File: src/rtl/switch_cond_pkg.sv
// -----------------------------------------------------------------------------
// switch_cond_pkg
// Shared types and helpers for the switch conditioner:
//   - sw_state_t : per-channel debounce FSM state (2-bit encoding)
//   - cnt_width  : counter width helper, $clog2(n) with a floor of 1 bit
// -----------------------------------------------------------------------------
package switch_cond_pkg;

   // Per-channel debounce state. ST_LO is all-zeros so a cleared
   // state register reads as "settled low".
   typedef enum logic [1:0] {
      ST_LO   = 2'd0,
      PEND_HI = 2'd1,
      ST_HI   = 2'd2,
      PEND_LO = 2'd3
   } sw_state_t;

   // Width of a counter that must hold values 0 .. n-1.
   // A 1-bit counter is still instantiated for n <= 2 so that the
   // compare logic never sees a zero-width vector.
   function automatic int unsigned cnt_width(input int unsigned n);
      if (n <= 2) begin
         return 1;
      end
      return $clog2(n);
   endfunction

endpackage : switch_cond_pkg

File: src/rtl/switch_debounce_chan.sv
// -----------------------------------------------------------------------------
// switch_debounce_chan
// One switch channel: 2-flop synchroniser, 4-state debounce FSM with a
// hold counter, registered LEVEL plus single-cycle RISE/FALL pulses.
//
// Optional feature (macro SWITCH_COND_AUTOREPEAT_EN):
//   while the channel is settled high, RISE re-fires every REPEAT_CYCLES
//   cycles. Without the macro no repeat counter exists and every accepted
//   press gives exactly one RISE.
//
// Handshake: none. The channel is a free-running level filter; the pulse
// outputs are registered and valid for exactly one clock, with no
// back-pressure from the consumer.
// -----------------------------------------------------------------------------
module switch_debounce_chan
   import switch_cond_pkg::*;
#(
   parameter int unsigned DEBOUNCE_CYCLES = 4,
   parameter int unsigned REPEAT_CYCLES   = 16
) (
   input  logic      clk_i,
   input  logic      rst_ni,
   input  logic      sw_i,
   output logic      level_o,
   output logic      rise_o,
   output logic      fall_o,
   output sw_state_t state_o
);

   // Both periods must be at least one cycle.
   if (DEBOUNCE_CYCLES < 1 || REPEAT_CYCLES < 1) begin : g_bad_cfg
      $error("switch_debounce_chan: DEBOUNCE_CYCLES and REPEAT_CYCLES must be >= 1");
   end

   localparam int unsigned CNT_W = cnt_width(DEBOUNCE_CYCLES);
   localparam logic [CNT_W-1:0] CNT_MAX = CNT_W'(DEBOUNCE_CYCLES - 1);

   // Synchroniser stages; only s2 is allowed to feed the FSM.
   logic s1_q;
   logic s2_q;

   // FSM and hold counter.
   sw_state_t        state_q;
   sw_state_t        state_d;
   logic [CNT_W-1:0] cnt_q;
   logic [CNT_W-1:0] cnt_d;

   // Registered outputs.
   logic level_q;
   logic level_d;
   logic rise_q;
   logic rise_d;
   logic fall_q;
   logic fall_d;

`ifdef SWITCH_COND_AUTOREPEAT_EN
   localparam int unsigned RPT_W = cnt_width(REPEAT_CYCLES);
   localparam logic [RPT_W-1:0] RPT_MAX = RPT_W'(REPEAT_CYCLES - 1);

   // Repeat counter: only advances while the channel stays in ST_HI.
   logic [RPT_W-1:0] rpt_q;
   logic [RPT_W-1:0] rpt_d;
`endif

   // Two-flop synchroniser for the asynchronous raw switch level.
   always_ff @(posedge clk_i or negedge rst_ni) begin
      if (!rst_ni) begin
         s1_q <= 1'b0;
         s2_q <= 1'b0;
      end else begin
         s1_q <= sw_i;
         s2_q <= s1_q;
      end
   end

   // State, counter and output registers; reset discards any pending count.
   always_ff @(posedge clk_i or negedge rst_ni) begin
      if (!rst_ni) begin
         state_q <= ST_LO;
         cnt_q   <= '0;
         level_q <= 1'b0;
         rise_q  <= 1'b0;
         fall_q  <= 1'b0;
      end else begin
         state_q <= state_d;
         cnt_q   <= cnt_d;
         level_q <= level_d;
         rise_q  <= rise_d;
         fall_q  <= fall_d;
      end
   end

`ifdef SWITCH_COND_AUTOREPEAT_EN
   // Repeat counter register.
   always_ff @(posedge clk_i or negedge rst_ni) begin
      if (!rst_ni) begin
         rpt_q <= '0;
      end else begin
         rpt_q <= rpt_d;
      end
   end
`endif

   // Next-state logic: a new level is accepted only after s2 has held the
   // opposite value for DEBOUNCE_CYCLES+1 consecutive edges (one edge to
   // leave the settled state, DEBOUNCE_CYCLES edges in the pending state).
   always_comb begin
      state_d = state_q;
      cnt_d   = cnt_q;
      level_d = level_q;
      rise_d  = 1'b0;
      fall_d  = 1'b0;
`ifdef SWITCH_COND_AUTOREPEAT_EN
      // Anything other than "stay in ST_HI" clears the repeat count,
      // which also covers the clear on entry to ST_HI.
      rpt_d   = '0;
`endif

      unique case (state_q)
         ST_LO: begin
            if (s2_q) begin
               state_d = PEND_HI;
               cnt_d   = '0;
            end
         end

         PEND_HI: begin
            if (!s2_q) begin
               // Bounce: fall back silently.
               state_d = ST_LO;
            end else if (cnt_q == CNT_MAX) begin
               state_d = ST_HI;
               level_d = 1'b1;
               rise_d  = 1'b1;
            end else begin
               cnt_d = cnt_q + 1'b1;
            end
         end

         ST_HI: begin
            if (!s2_q) begin
               state_d = PEND_LO;
               cnt_d   = '0;
            end else begin
`ifdef SWITCH_COND_AUTOREPEAT_EN
               if (rpt_q == RPT_MAX) begin
                  rise_d = 1'b1;
                  rpt_d  = '0;
               end else begin
                  rpt_d = rpt_q + 1'b1;
               end
`endif
            end
         end

         PEND_LO: begin
            if (s2_q) begin
               // Bounce: return to settled high.
               state_d = ST_HI;
            end else if (cnt_q == CNT_MAX) begin
               state_d = ST_LO;
               level_d = 1'b0;
               fall_d  = 1'b1;
            end else begin
               cnt_d = cnt_q + 1'b1;
            end
         end

         default: begin
            state_d = ST_LO;
            cnt_d   = '0;
         end
      endcase
   end

   assign level_o = level_q;
   assign rise_o  = rise_q;
   assign fall_o  = fall_q;
   assign state_o = state_q;

endmodule : switch_debounce_chan

File: src/rtl/switch_conditioner.sv
// -----------------------------------------------------------------------------
// switch_conditioner
// Input stage between a bank of raw switches and synchronous logic.
// Each of NSWITCH channels is synchronised and debounced independently and
// presents a clean LEVEL plus single-cycle RISE/FALL pulses, which are meant
// to be used as clock enables instead of clocking logic from a switch.
//
// Optional feature (macro SWITCH_COND_AUTOREPEAT_EN): RISE auto-repeats
// every REPEAT_CYCLES cycles while a channel is held high.
//
// DBG_STATE exposes each channel's debounce FSM state for observation.
// -----------------------------------------------------------------------------
module switch_conditioner
   import switch_cond_pkg::*;
#(
   parameter int unsigned NSWITCH         = 2,
   parameter int unsigned DEBOUNCE_CYCLES = 4,
   parameter int unsigned REPEAT_CYCLES   = 16
) (
   input  logic                    CLK,
   input  logic                    RST_N,
   input  logic [NSWITCH-1:0]      SW_IN,
   output logic [NSWITCH-1:0]      LEVEL,
   output logic [NSWITCH-1:0]      RISE,
   output logic [NSWITCH-1:0]      FALL,
   output sw_state_t [NSWITCH-1:0] DBG_STATE
);

   // One fully private conditioner per switch; nothing is shared.
   for (genvar g = 0; g < NSWITCH; g++) begin : g_chan
      switch_debounce_chan #(
         .DEBOUNCE_CYCLES (DEBOUNCE_CYCLES),
         .REPEAT_CYCLES   (REPEAT_CYCLES)
      ) u_chan (
         .clk_i   (CLK),
         .rst_ni  (RST_N),
         .sw_i    (SW_IN[g]),
         .level_o (LEVEL[g]),
         .rise_o  (RISE[g]),
         .fall_o  (FALL[g]),
         .state_o (DBG_STATE[g])
      );
   end

endmodule : switch_conditioner

File: config.mk
export PLATFORM = sky130hd
export DESIGN_NAME = switch_conditioner
export DESIGN_NICKNAME = d
export VERILOG_FILES = /design/src/rtl/switch_cond_pkg.sv /design/src/rtl/switch_debounce_chan.sv /design/src/rtl/switch_conditioner.sv
export SDC_FILE = /design/constraint.sdc
export NUM_CORES = 1
export LEC_CHECK = 0
export CAP_MARGIN = 40
export CORE_ASPECT_RATIO = 1.1
export CORE_MARGIN = 8
export CORE_UTILIZATION = 40
export CTS_CLUSTER_SIZE = 12
export DETAILED_ROUTE_END_ITERATION = 10
export HOLD_SLACK_MARGIN = 0.06
export PLACE_DENSITY = 0.69
export RECOVER_POWER = 50
export SKIP_CTS_REPAIR_TIMING = 1
export SLEW_MARGIN = 20
export SYNTH_ARGS = -nofsm -noshare
export SYNTH_HDL_FRONTEND = slang
export SYNTH_SLANG_ARGS = --single-unit
File: constraint.sdc
create_clock -name CLK -period 1.45 [get_ports CLK]
set_input_delay 0.3625 -clock CLK [delete_from_list [all_inputs] [get_ports CLK]]
set_output_delay 0.3625 -clock CLK [all_outputs]
set_load 0.1 [all_outputs]
==> flow_summary_export.csv <==
group,metric,value,unit
clock_network,tritoncts,"done",
synth,synth_area_leaders,"dfrtp_1, ha_1, o21ai_0, buf_4, nor3b_1",
synth,seq_area_frac_synth,59.4,%
cells_and_area,fin_cells,93,
worst_setup_path,startpoint_type,"flop",
cells_and_area,area_delta_synth_final,33.7,%
cells_and_area,multi_input_comb_area,263,sq um
timing,holdWs,0.357,ns
floorplanning,die_h,61.7,um
grt,met3_usage,2.30,%
worst_setup_path,critPathArrivalTime,0.99,ns
synth,postSynthCellCount,63,
routing,via_count,486,
timing,layout_min_cycle_time,1.36,ns
timing,max_slew_margin,75.8,%
power,vdd_ir_drop_max,1.39,mV
placement,portBuffers,13,
clock_network,htree_levels,1,
synth,post_synth_instance_area,758,sq um
floorplanning,dieArea,3550,sq um
floorplanning,fp.coreArea,1780,sq um
grt,grt_first_pass_wirelength,2100,um
routing,drc,0,
grt,use_met2,13.0,%
cells_and_area,antenna_cells,0,
power,cellPowerDensity,2180,nW/um^2
floorplanning,num_rows,16,
placement,placedCellCount,89,
worst_setup_path,path_class,"flop to primary output",
grt,grt_pass1_vias,473,
cells_and_area,layout_common_cells,"dfrtp_1, buf_12, o21ai_0",
clock_network,cts_root_buffer,"clkbuf_4",
synth,synth-warning-count,0,
job,drv_cap,0,
routing,drt-vias-per-instance,5.23,
synth,synth.distinct_cells,15,
worst_setup_path,cp.depth,1,
worst_setup_path,crit_path_end_kind,"primary output",
cells_and_area,nFillCells,148,
timing,hold_violations,0,
min_path,whs_path_depth,0,
clock_network,clk_pin_slew,0.10,ns
power,p_leak,0.449,nW
clock_network,clock_latency,0.29,ns
synth,synth_top_area_cell,"dfrtp_1",
grt,antenna_found_initial,0,
timing,max_slew.worst_pin.slew,0.360,ns
worst_setup_path,crit_path_top_delay_cell,"dfrtp_1",
cells_and_area,final_common_cell,"dfrtp_1",
routing,first_iter_violations,9,
grt,busiest_layer,"met2",
grt,grtUsageTotal,7.73,%
routing,wl_per_cell,13.1,um
timing,fin_crit_sh,93.5,%
timing,drv_slew,0,
cells_and_area,drive_above_1_share,28.0,%
status,status,"complete, no violations",
timing,clock-skew-final,0.00215,ns
floorplanning,die_w,57.5,um
floorplanning,start_util,42.6,%
worst_setup_path,cp_top_family,"flip-flops",
routing,antenna_left,0,
grt,grt_max_degree,19,
worst_setup_path,path_cells,"buf_12",
timing,fmax,0.737,GHz
placement,dpl.hpwl,914,um
timing,rsz0062_at_grt,"no",
routing,finalWirelength,1220,um
worst_setup_path,cpPeakStageDelay,0.49,ns
worst_setup_path,r2r_cells,3,
synth,syn_avg_cell_area,12.0,sq um
worst_setup_path,required,1.09,ns
cells_and_area,fin_nets,84,
cells_and_area,register_area,454,sq um
clock_network,clock_path_buffers,2,
grt,gr-total-overflow,0,
worst_setup_path,path_max_fanout,6,
grt,grtUsageMet1,8.31,%
timing,setup_viol,0,
clock_network,clkSinkCount,18,
routing,drtPass1Iterations,2,
synth,netlist.area_leader.share,59.4,%
worst_setup_path,crit_buf_inv,1,
clock_network,numCtsBuffers,3,
floorplanning,ios,14,
synth,yosys_register_bits,18,
placement,routabilityCongestion,0.721,
min_path,hp-class,"flop to flop",
synth,syn-num-nets,71,
worst paths after layout:
check | startpoint | endpoint | slack [ns]
min | g_chan[1].u_chan.s1_q$_DFF_PN0_ | g_chan[1].u_chan.s2_q$_DFF_PN0_ | 0.36
min reg2reg | g_chan[1].u_chan.s1_q$_DFF_PN0_ | g_chan[1].u_chan.s2_q$_DFF_PN0_ | 0.36
max in group asynchronous | RST_N | async pin | 0.79
min in group asynchronous | RST_N | g_chan[1].u_chan.fall_o$_DFF_PN0_ | 0.45
max reg2reg | g_chan[1].u_chan.cnt_q[0]$_DFFE_PN0P_ | g_chan[1].u_chan.cnt_q[0]$_DFFE_PN0P_ | 0.13
max | flop | DBG_STATE[1] | 0.09
cell type report:
class                   count  share of cell area [%]
flip-flops and latches     18                    44.8
multi-input cells          39                    25.9
repair buffers             14                    23.5
clock buffers               4                    3.58
well taps                  18                    2.22
logic make-up after synthesis:
logic type / share of synthesized area, %
fa+ha+maj: 6.60
mux: 2.97
xor+xnor: 2.31
buf+inv: 5.94
simple gates: 12.5
flops: 59.4
compound gates: 10.2
power by group:
group / switching (mW) / internal [mW]
sequential: 0.188 / 0.627
combinational: 0.679 / 0.410
clock: 0.150 / 0.153
total: 1.02 / 1.19
per-stage QoR:
step,area (sq um),setup WS [ns],util [%],TNS [ns],power (mW)
after global routing,1010,0.0554,56.9,0,2.33
after global placement,978,0.220,54.9,0,1.90
after floorplan,763,-0.0396,-,-0.0396,1.51
after CTS,1010,0.111,57.0,0,2.24
after detailed placement,978,0.140,54.9,0,1.93
final,1010,0.0940,56.9,0,2.21
Yosys cell counts:
| cell | count |
|---|---|
| nand2_1 | 6 |
| mux2_2 | 2 |
| buf_4 | 6 |
| a31oi_1 | 2 |
| or4b_1 | 1 |
| ha_1 | 4 |
| and2_1 | 2 |
| nor3b_1 | 4 |
| nand2b_1 | 1 |
| xnor2_1 | 2 |
| nand3b_1 | 1 |
| dfrtp_1 | 18 |
| o21ai_0 | 9 |
| a21oi_1 | 4 |
| or2_2 | 1 |
metal layers:
layer,part of all wire (%),vias to the layer above
li1,-,235
met2,51,10
met3,4.6,2
met1,42,239
met4,1.6,0
met5,0,-
Note: power is estimated with default switching activity, not from simulation.
